File: config.mk
export PLATFORM = sky130hd
export DESIGN_NAME = xor_result_scheduler
export DESIGN_NICKNAME = d
export VERILOG_FILES = /design/src/rtl/xor_result_scheduler.sv
export SDC_FILE = /design/constraint.sdc
export NUM_CORES = 1
export LEC_CHECK = 0
export ABC_AREA = 1
export CORE_AREA = 2 2 551 553
export CTS_BUF_LIST = sky130_fd_sc_hd__clkbuf_8
export CTS_CLUSTER_SIZE = 8
export DETAILED_ROUTE_END_ITERATION = 7
export DIE_AREA = 0 0 553 555
export PLACE_DENSITY = 0.3
export REMOVE_ABC_BUFFERS = 1
export SLEW_MARGIN = 30
export SYNTH_ARGS = -nofsm -noshare
export SYNTH_HDL_FRONTEND = slang
export SYNTH_SLANG_ARGS = --single-unit
File: constraint.sdc
create_clock -name clk -period 6.02 [get_ports clk]
set_clock_uncertainty 0.15 [all_clocks]
set_input_delay 0.903 -clock clk [delete_from_list [all_inputs] [get_ports clk]]
set_output_delay 0.903 -clock clk [all_outputs]
set_load 0.05 [all_outputs]
File: src/rtl/xor_result_scheduler.sv
// xor_result_scheduler
//   Collects block-match results (XOR map, confidence, min coords) from
//   num_engines matcher engines, which may finish out of order, and issues
//   them one at a time to the xors_to_stream datapath in raster column order.
//   Issues are spaced by the datapath write occupancy (blk_h cycles of
//   holdoff). Row credits stop column 0 of a new row from entering a
//   ping-pong buffer that is still being streamed out.
//
// Ports
//   clk, reset_n          clock, asynchronous active-low reset
//   eng_valid/eng_ready   per-engine handshake; eng_ready is one-hot or zero
//   eng_blk_col           per-engine block column (col_bits each)
//   eng_xors/conf/coords  per-engine result payloads
//   xors_out/conf_out/coords_out  payload of the last issued block
//   xors_valid            one-cycle issue strobe
//   pix_stream_valid      datapath read beat, returns row credits
//   rows_in_flight        rows issued but not yet drained (0..2)
//   row_issued            pulses with the strobe of the last column of a row
//   dup_err               sticky: duplicate column offered or stray read beat
module xor_result_scheduler #(
    parameter int num_engines     = 4,
    parameter int blk_w           = 16,
    parameter int blk_h           = 16,
    parameter int frame_w         = 240,
    parameter int decimate_factor = 2,
    parameter int beats_per_row   = frame_w * blk_h / decimate_factor,
    parameter int col_bits        = $clog2(frame_w / blk_w)
) (
    input  logic                               clk,
    input  logic                               reset_n,
    input  logic [num_engines-1:0]             eng_valid,
    output logic [num_engines-1:0]             eng_ready,
    input  logic [num_engines*col_bits-1:0]    eng_blk_col,
    input  logic [num_engines*blk_w*blk_h-1:0] eng_xors,
    input  logic [num_engines*8-1:0]           eng_conf,
    input  logic [num_engines*16-1:0]          eng_coords,
    output logic [blk_w*blk_h-1:0]             xors_out,
    output logic [7:0]                         conf_out,
    output logic [15:0]                        coords_out,
    output logic                               xors_valid,
    input  logic                               pix_stream_valid,
    output logic [1:0]                         rows_in_flight,
    output logic                               row_issued,
    output logic                               dup_err
);

    localparam int blocks_per_row = frame_w / blk_w;
    localparam int xw             = blk_w * blk_h;
    localparam int hold_bits      = $clog2(blk_h + 1);
    localparam int beat_bits      = $clog2(beats_per_row);

    localparam logic [col_bits-1:0]  last_col  = col_bits'(blocks_per_row - 1);
    localparam logic [beat_bits-1:0] last_beat = beat_bits'(beats_per_row - 1);
    localparam logic [hold_bits-1:0] hold_load = hold_bits'(blk_h);

    typedef enum logic [1:0] {
        S_IDLE,
        S_HOLD,
        S_CREDIT_WAIT
    } state_t;

    state_t                 state;
    logic [col_bits-1:0]    exp_col;
    logic [hold_bits-1:0]   holdoff;
    logic [beat_bits-1:0]   beat_cnt;

    logic                   eligible;
    logic                   found;
    logic                   xfer;
    logic                   multi_match;
    logic                   beat_ok;
    logic                   row_inc;
    logic                   row_dec;
    logic [num_engines-1:0] match;
    logic [num_engines-1:0] onehot;
    logic [xw-1:0]          sel_xors;
    logic [7:0]             sel_conf;
    logic [15:0]            sel_coords;

    // State is a view of the counters, not separately stored.
    always_comb begin
        if (holdoff != '0)
            state = S_HOLD;
        else if (exp_col == '0 && rows_in_flight == 2'd2)
            state = S_CREDIT_WAIT;
        else
            state = S_IDLE;
    end

    assign eligible = (state == S_IDLE);

    // Lowest-index engine offering the expected column wins.
    always_comb begin
        found      = 1'b0;
        match      = '0;
        onehot     = '0;
        sel_xors   = '0;
        sel_conf   = '0;
        sel_coords = '0;
        for (int unsigned i = 0; i < num_engines; i++) begin
            match[i] = eng_valid[i] && (eng_blk_col[i*col_bits +: col_bits] == exp_col);
            if (match[i] && !found) begin
                found      = 1'b1;
                onehot[i]  = 1'b1;
                sel_xors   = eng_xors[i*xw +: xw];
                sel_conf   = eng_conf[i*8 +: 8];
                sel_coords = eng_coords[i*16 +: 16];
            end
        end
    end

    // Grants are masked while reset is held so no engine sees a handshake.
    assign eng_ready   = (eligible && reset_n) ? onehot : '0;
    assign xfer        = |eng_ready;
    assign multi_match = eligible && ($countones(match) > 1);
    assign beat_ok     = pix_stream_valid && (rows_in_flight != 2'd0);
    assign row_inc     = xfer && (exp_col == last_col);
    assign row_dec     = beat_ok && (beat_cnt == last_beat);

    always_ff @(posedge clk or negedge reset_n) begin
        if (!reset_n) begin
            exp_col        <= '0;
            holdoff        <= '0;
            beat_cnt       <= '0;
            rows_in_flight <= '0;
            xors_valid     <= 1'b0;
            row_issued     <= 1'b0;
            dup_err        <= 1'b0;
            xors_out       <= '0;
            conf_out       <= '0;
            coords_out     <= '0;
        end else begin
            xors_valid <= xfer;
            row_issued <= row_inc;

            if (xfer) begin
                xors_out   <= sel_xors;
                conf_out   <= sel_conf;
                coords_out <= sel_coords;
                holdoff    <= hold_load;
                exp_col    <= (exp_col == last_col) ? '0 : exp_col + 1'b1;
            end else if (holdoff != '0) begin
                holdoff <= holdoff - 1'b1;
            end

            // Beats with nothing in flight are ignored (flagged below).
            if (beat_ok)
                beat_cnt <= (beat_cnt == last_beat) ? '0 : beat_cnt + 1'b1;

            if (row_inc && !row_dec)
                rows_in_flight <= rows_in_flight + 2'd1;
            else if (row_dec && !row_inc)
                rows_in_flight <= rows_in_flight - 2'd1;

            if (multi_match || (pix_stream_valid && rows_in_flight == 2'd0))
                dup_err <= 1'b1;
        end
    end

endmodule

# Word level (Yosys, flattened, before mapping)
# Cells that the tools add are included.
# word_totals
reg_bits	305
inputBits	1143
wordCells	83
output_inout_bits	289
# op_classes
n_reduce_logical	30
order_cmp	1
addsub	8
muxes	27
eq_ne	7
# ops
op	count
two-way mux 256 bit	4
two-way mux 16 bit	4
two-way mux 8 bit	4
equality test 4 bit	4
logical AND 1 bit	16
adder 11 x 1 -> 11 bit, second input constant	1
equality test 11 bit, second input constant	1
two-way mux 11 bit	1
two-way mux 5 bit	2
two-way mux 2 bit	4
two-way mux 4 bit	2
two-way mux 1 bit	6
nonzero test 2 bit	3
zero test 1 bit	5
nonzero test 5 bit	1
subtractor 5 x 1 -> 5 bit, second input constant	1
adder 1 x 1 -> 2 bit	2
adder 4 x 1 -> 4 bit, second input constant	1
equality test 4 bit, second input constant	1
zero test 2 bit	2
zero test 4 bit	1
OR reduction 4 bit	1
adder 2 x 2 -> 3 bit	1
> comparator 3 x 1 -> 1 bit, second input constant	1
4 further kinds	4

# Logic depth before layout (Yosys ltp)
# depth
depth_word	19
mapped_depth	20
mapped_depth_nobuf	17

# Worst setup path after synthesis
# Ideal clock, no wire load.
# synth_timing
path_type	input-to-output
start	input port eng_blk_col[5]
end	output port eng_ready[3]
path_buffers	4
arrival_time_ns	2.777
required_ns	4.967
cell_stages	11
slack_ns	2.190
cell_sequence	a221oi_1 nand2_1 nor3_1 inv_1 ha_1 clkbuf_1 nand4_1 buf_2 buf_4 buf_2 inv_1
# synth_between
elab_chain_len	11
# synth_rtl
item	line_no	rtl
start, declared	33	input logic [num_engines*col_bits-1:0] eng_blk_col,
equality test 4 bit (*)	101	match[i] = eng_valid[i] && (eng_blk_col[i*col_bits +: col_bits] == exp_col);
logical AND 1 bit (*)	101	
logical AND 1 bit (*)	102	if (match[i] && !found) begin
two-way mux 1 bit (*)	102	
zero test 1 bit	102	
logical AND 1 bit	102	
two-way mux 1 bit (*)	102	
zero test 1 bit (*)	102	
logical AND 1 bit (*)	102	
two-way mux 1 bit (*)	102	
two-way mux 4 bit (*)	113	assign eng_ready = (eligible && reset_n) ? onehot : '0;
end, declared	32	output logic [num_engines-1:0] eng_ready,
# Every way passes the cells marked *; elsewhere a longest branch is shown, timed or not.

# Final worst setup path
# layout_timing
start	input port eng_blk_col[4]
end	output port eng_ready[1]
# layout_between
elab_chain_len	5
# layout_rtl
item	line_no
equality test 4 bit	101
logical AND 1 bit	101
logical AND 1 bit	102
two-way mux 1 bit	102
two-way mux 4 bit	113
# Every way passes these cells.

==> run_results.csv <==
group,metric,value,unit
yosys,synth.lib_cells_used.distinct,30,
timing,setup_viol_count_final,0,
power,swShare,51.29,%
routing,route.detailed.drc,0,
timing,timing.fmax,0.2064,GHz
global_route,first_pass_grt_wire_length,345100,um
yosys,synth.top_cells.by_count,"sky130_fd_sc_hd__nand2_1, sky130_fd_sc_hd__nand3_1, sky130_fd_sc_hd__nand4_1",
worst_setup_path,regToRegStartpoint,"exp_col[0]$_DFFE_PN0P_",
cts,cts_num_sinks,305,
floorplan,floorplan.initialDensity,9.197,%
power,power_frac_comb,55.0,%
routing,antenna_violating_nets_post_route,0,
place,place_congestion,0.8653,
timing,final.period_utilization,80.50,%
timing,grt_setup_unrepaired,"false",
worst_setup_path,path_class,"in -> out",
yosys,synthCells,4641,
worst_hold_path,hold_path_depth,1,
timing,post-route-min-period,4.846,ns
cts,path_clk_slew,0.05,ns
worst_setup_path,worst-r2r-cell-count,15,
routing,vias,38750,
timing,timing.max_slew.rel_slack,25.88,%
yosys,netlist.area_leader.share,27.54,%
flow_run,drv.max_cap_violation_count,0,
cts,numCtsBuffers,74,
global_route,global_route.overflow_total,0,
final_layout,post_route_cells_drive_above_1_share,4.349,%
routing,drt-wirelength-per-cell,25.93,um
yosys,yosys.area.top_type,"sky130_fd_sc_hd__dfrtp_1",
global_route,globalRoute.busiestLayer,"met2",
global_route,globalRouteTotalUtil,15.93,%
timing,timing.setup.tns,0,ns
worst_setup_path,regToRegSetupSlack,1.64,ns
yosys,synth-async-reset-ratio,100.0,%
power,seqPwrFrac,21.5,%
worst_setup_path,worstSetupEndpointType,"primary output",
worst_setup_path,worst-endpoint-arrival,3.79,ns
global_route,grtUsageMet2,25.81,%
yosys,synth_warnings,0,
final_layout,nNetsFinal,6913,
global_route,globalRouteMet1Util,20.43,%
power,p_switching,6.046,mW
yosys,ys.flop_type,"sky130_fd_sc_hd__dfrtp_1",
worst_hold_path,min_path_type,"reg -> reg",
global_route,grt_max_degree,128,
cts,cts_tree,"yes",
status,status,"finished clean",
global_route,grt_pass1_vias,38897,
worst_setup_path,critical_path.startpoint_type,"primary input",
place,placement.cell_area,46170,um^2
floorplan,core_area,301300,um^2
floorplan,die_x,553,um
timing,timing_worst_slew_pin_value,1.112,ns
timing,hold_viol_final,0,
yosys,synth_enable_flop_cells,0,
final_layout,stdcell_count,9833,
worst_setup_path,reg_to_reg_critical_path_endpoint,"xors_out[2]$_DFFE_PN0P_",
power,clock_power_share,23.5,%
floorplan,row_count,202,
timing,slew_viol_final,0,
power,internal_power,5.741,mW
yosys,yosysMostFrequentCell,"sky130_fd_sc_hd__nand2_1",
final_layout,final_design_area_no_fill,47830,um^2
global_route,met3_usage,5.073,%
place,placedCellCount,9663,
power,peakVddDrop,153.5,uV
yosys,synthTopCellsByArea,"sky130_fd_sc_hd__dfrtp_1, sky130_fd_sc_hd__nand4_1, sky130_fd_sc_hd__nand2_1, sky130_fd_sc_hd__nand3_1, sky130_fd_sc_hd__inv_1",
floorplan,io_pins,1432,
cts,htree_num_levels,3,
power,power_per_cell_area,246.4,nW/um^2
worst_setup_path,timing.critical_path.fanout_max,3,
worst_hold_path,worst_hold_path.endpoint,"beat_cnt[8]$_DFFE_PN0P_",
yosys,synth_seq_area_share,27.54,%
yosys,mappedNetlistArea,27710,um^2
routing,number_of_drc_markers_in_iteration_0,2874,
routing,drt_wl_total,255000,um
place,hpwlAfterDp,197300,um
cts,latest_clock_arrival_within_the_worst_skew_pair,0.73,ns
worst_setup_path,worst_ep_required_time,4.97,ns
final_layout,utilization,15.87,%
cts,worst_case_clock_buffer_depth,3,
floorplan,die_y,555,um
yosys,syn_avg_cell_area,5.970,um^2
place,numPortBuffers,1431,
floorplan,die_area,306900,um^2
final_layout,area.growth.synth_to_final,72.60,%
worst_hold_path,hold_path.startpoint,"beat_cnt[8]$_DFFE_PN0P_",
cts,cts_repair_resize_count,0,
cts,ctsRootBufferMaster,"sky130_fd_sc_hd__clkbuf_8",
power,static_power_due_to_leakage,22.17,nW
routing,avgViaCountPerCell,3.941,
routing,dr.pass1.iters,5,
yosys,synth_seq_cells,305,
global_route,number_of_antenna_violations_at_the_first_check_in_global_routing,98,
## how the worst max path moves through the flow
stage,startpoint,to
floorplan,eng_blk_col[1],rows_in_flight[1]$_DFFE_PN0P_
global placement,eng_blk_col[4],rows_in_flight[1]$_DFFE_PN0P_
detailed placement,eng_blk_col[4],rows_in_flight[1]$_DFFE_PN0P_
CTS,exp_col[0]$_DFFE_PN0P_,eng_ready[1]
global route,exp_col[0]$_DFFE_PN0P_,eng_ready[1]
finish,eng_blk_col[4],eng_ready[1]
## worst max-delay path, stage by stage
cell and delay (ns):
sky130_fd_sc_hd__clkdlybuf4s50_1 0.52, sky130_fd_sc_hd__o21ai_0 0.11, sky130_fd_sc_hd__a221oi_1 0.22, sky130_fd_sc_hd__nand2_1 0.09
sky130_fd_sc_hd__nor3_1 0.63, sky130_fd_sc_hd__ha_4 0.25, sky130_fd_sc_hd__inv_1 0.06, sky130_fd_sc_hd__nor2_1 0.12
sky130_fd_sc_hd__clkdlybuf4s50_1 0.89
## power groups by stage
stage                     logic, mW  clock network (mW)  registers, mW
after global placement         6.59                   0           2.57
after CTS                      6.58                2.98           2.54
final                          6.48                2.77           2.53
after detailed placement       6.56                   0           2.57
after floorplan                2.68                   0           3.25
after global routing           6.93                3.04           2.57
## metrics by stage
| step | power (mW) | hold WS, ns | setup WS (ns) |
|---|---|---|---|
| floorplan | 5.933 | 0.3053 | -30.99 |
| global placement | 9.157 | 0.3270 | 0.7962 |
| detailed placement | 9.125 | 0.3305 | 0.8311 |
| CTS | 12.10 | 0.3386 | 1.074 |
| global route | 12.54 | 0.3709 | 0.8928 |
| finish | 11.79 | 0.3378 | 1.174 |
## per-layer routing
metal,part of all wire (%),vias to the layer above
met5,0.17,-
met4,2.3,68
met3,8.8,277
met2,45,1788
met1,43,18776
li1,-,17841
## final cells by class
type	instances	area [um^2]
multi-input cells	3234	15650
clock buffers	86	1184
fillers	34999	253400
inverters	602	2275
well taps	3978	4977
clock inverters	44	335.3
flip-flops and latches	305	7632
repair buffers	1546	15680
diodes	38	95.09
## layout by cell type, fill, tap and decap left out, types with 4 or more instances in the layout
cell type / Yosys / routed
sky130_fd_sc_hd__a21oi_1: 13 / 13
sky130_fd_sc_hd__buf_12: 0 / 39
sky130_fd_sc_hd__buf_4: 24 / 76
sky130_fd_sc_hd__bufinv_16: 0 / 4
sky130_fd_sc_hd__clkbuf_8: 0 / 86
sky130_fd_sc_hd__clkdlybuf4s50_1: 0 / 1425
sky130_fd_sc_hd__clkinv_2: 0 / 9
sky130_fd_sc_hd__clkinvlp_4: 0 / 5
sky130_fd_sc_hd__dfrtp_1: 305 / 305
sky130_fd_sc_hd__diode_2: 0 / 38
sky130_fd_sc_hd__ha_1: 6 / 4
sky130_fd_sc_hd__inv_1: 594 / 616
sky130_fd_sc_hd__inv_2: 8 / 6
sky130_fd_sc_hd__nand2_1: 1159 / 1158
sky130_fd_sc_hd__nand3_1: 853 / 852
sky130_fd_sc_hd__nand4_1: 844 / 844
sky130_fd_sc_hd__nor2_1: 298 / 298
sky130_fd_sc_hd__nor2_4: 1 / 6
sky130_fd_sc_hd__nor3_1: 10 / 10
sky130_fd_sc_hd__o21ai_0: 15 / 15
sky130_fd_sc_hd__o21ai_1: 4 / 4
sky130_fd_sc_hd__xnor2_1: 4 / 4
sky130_fd_sc_hd__xor2_1: 7 / 7
## what timing repair did
item | in CTS | in global routing
hold buffers | 1 | 0
hold endpoints to repair | 26 | 0
buffers inserted | 0 | 0
## cells by family (layout without fill, tap and decap cells)
family | after synthesis | count (layout) | share of synthesized area (%)
AND/OR/NAND/NOR | 3178 | 3178 | 54.75
other | 0 | 38 | 0
flip-flops | 305 | 305 | 27.54
buffers and inverters | 1102 | 2278 | 16.27
XOR/XNOR | 11 | 11 | 0.3477
AO/OA/AOI/OAI | 38 | 38 | 0.7360
adder cells (fa/ha/maj) | 7 | 7 | 0.3432
## state kept, by name, indices dropped and copies added (netlist names)
name	cells
rows_in_flight	2
xors_out	256
row_issued	1
exp_col	4
xors_valid	1
dup_err	1
beat_cnt	11
coords_out	16
holdoff	5
conf_out	8
(Power assumes the default switching activity.)
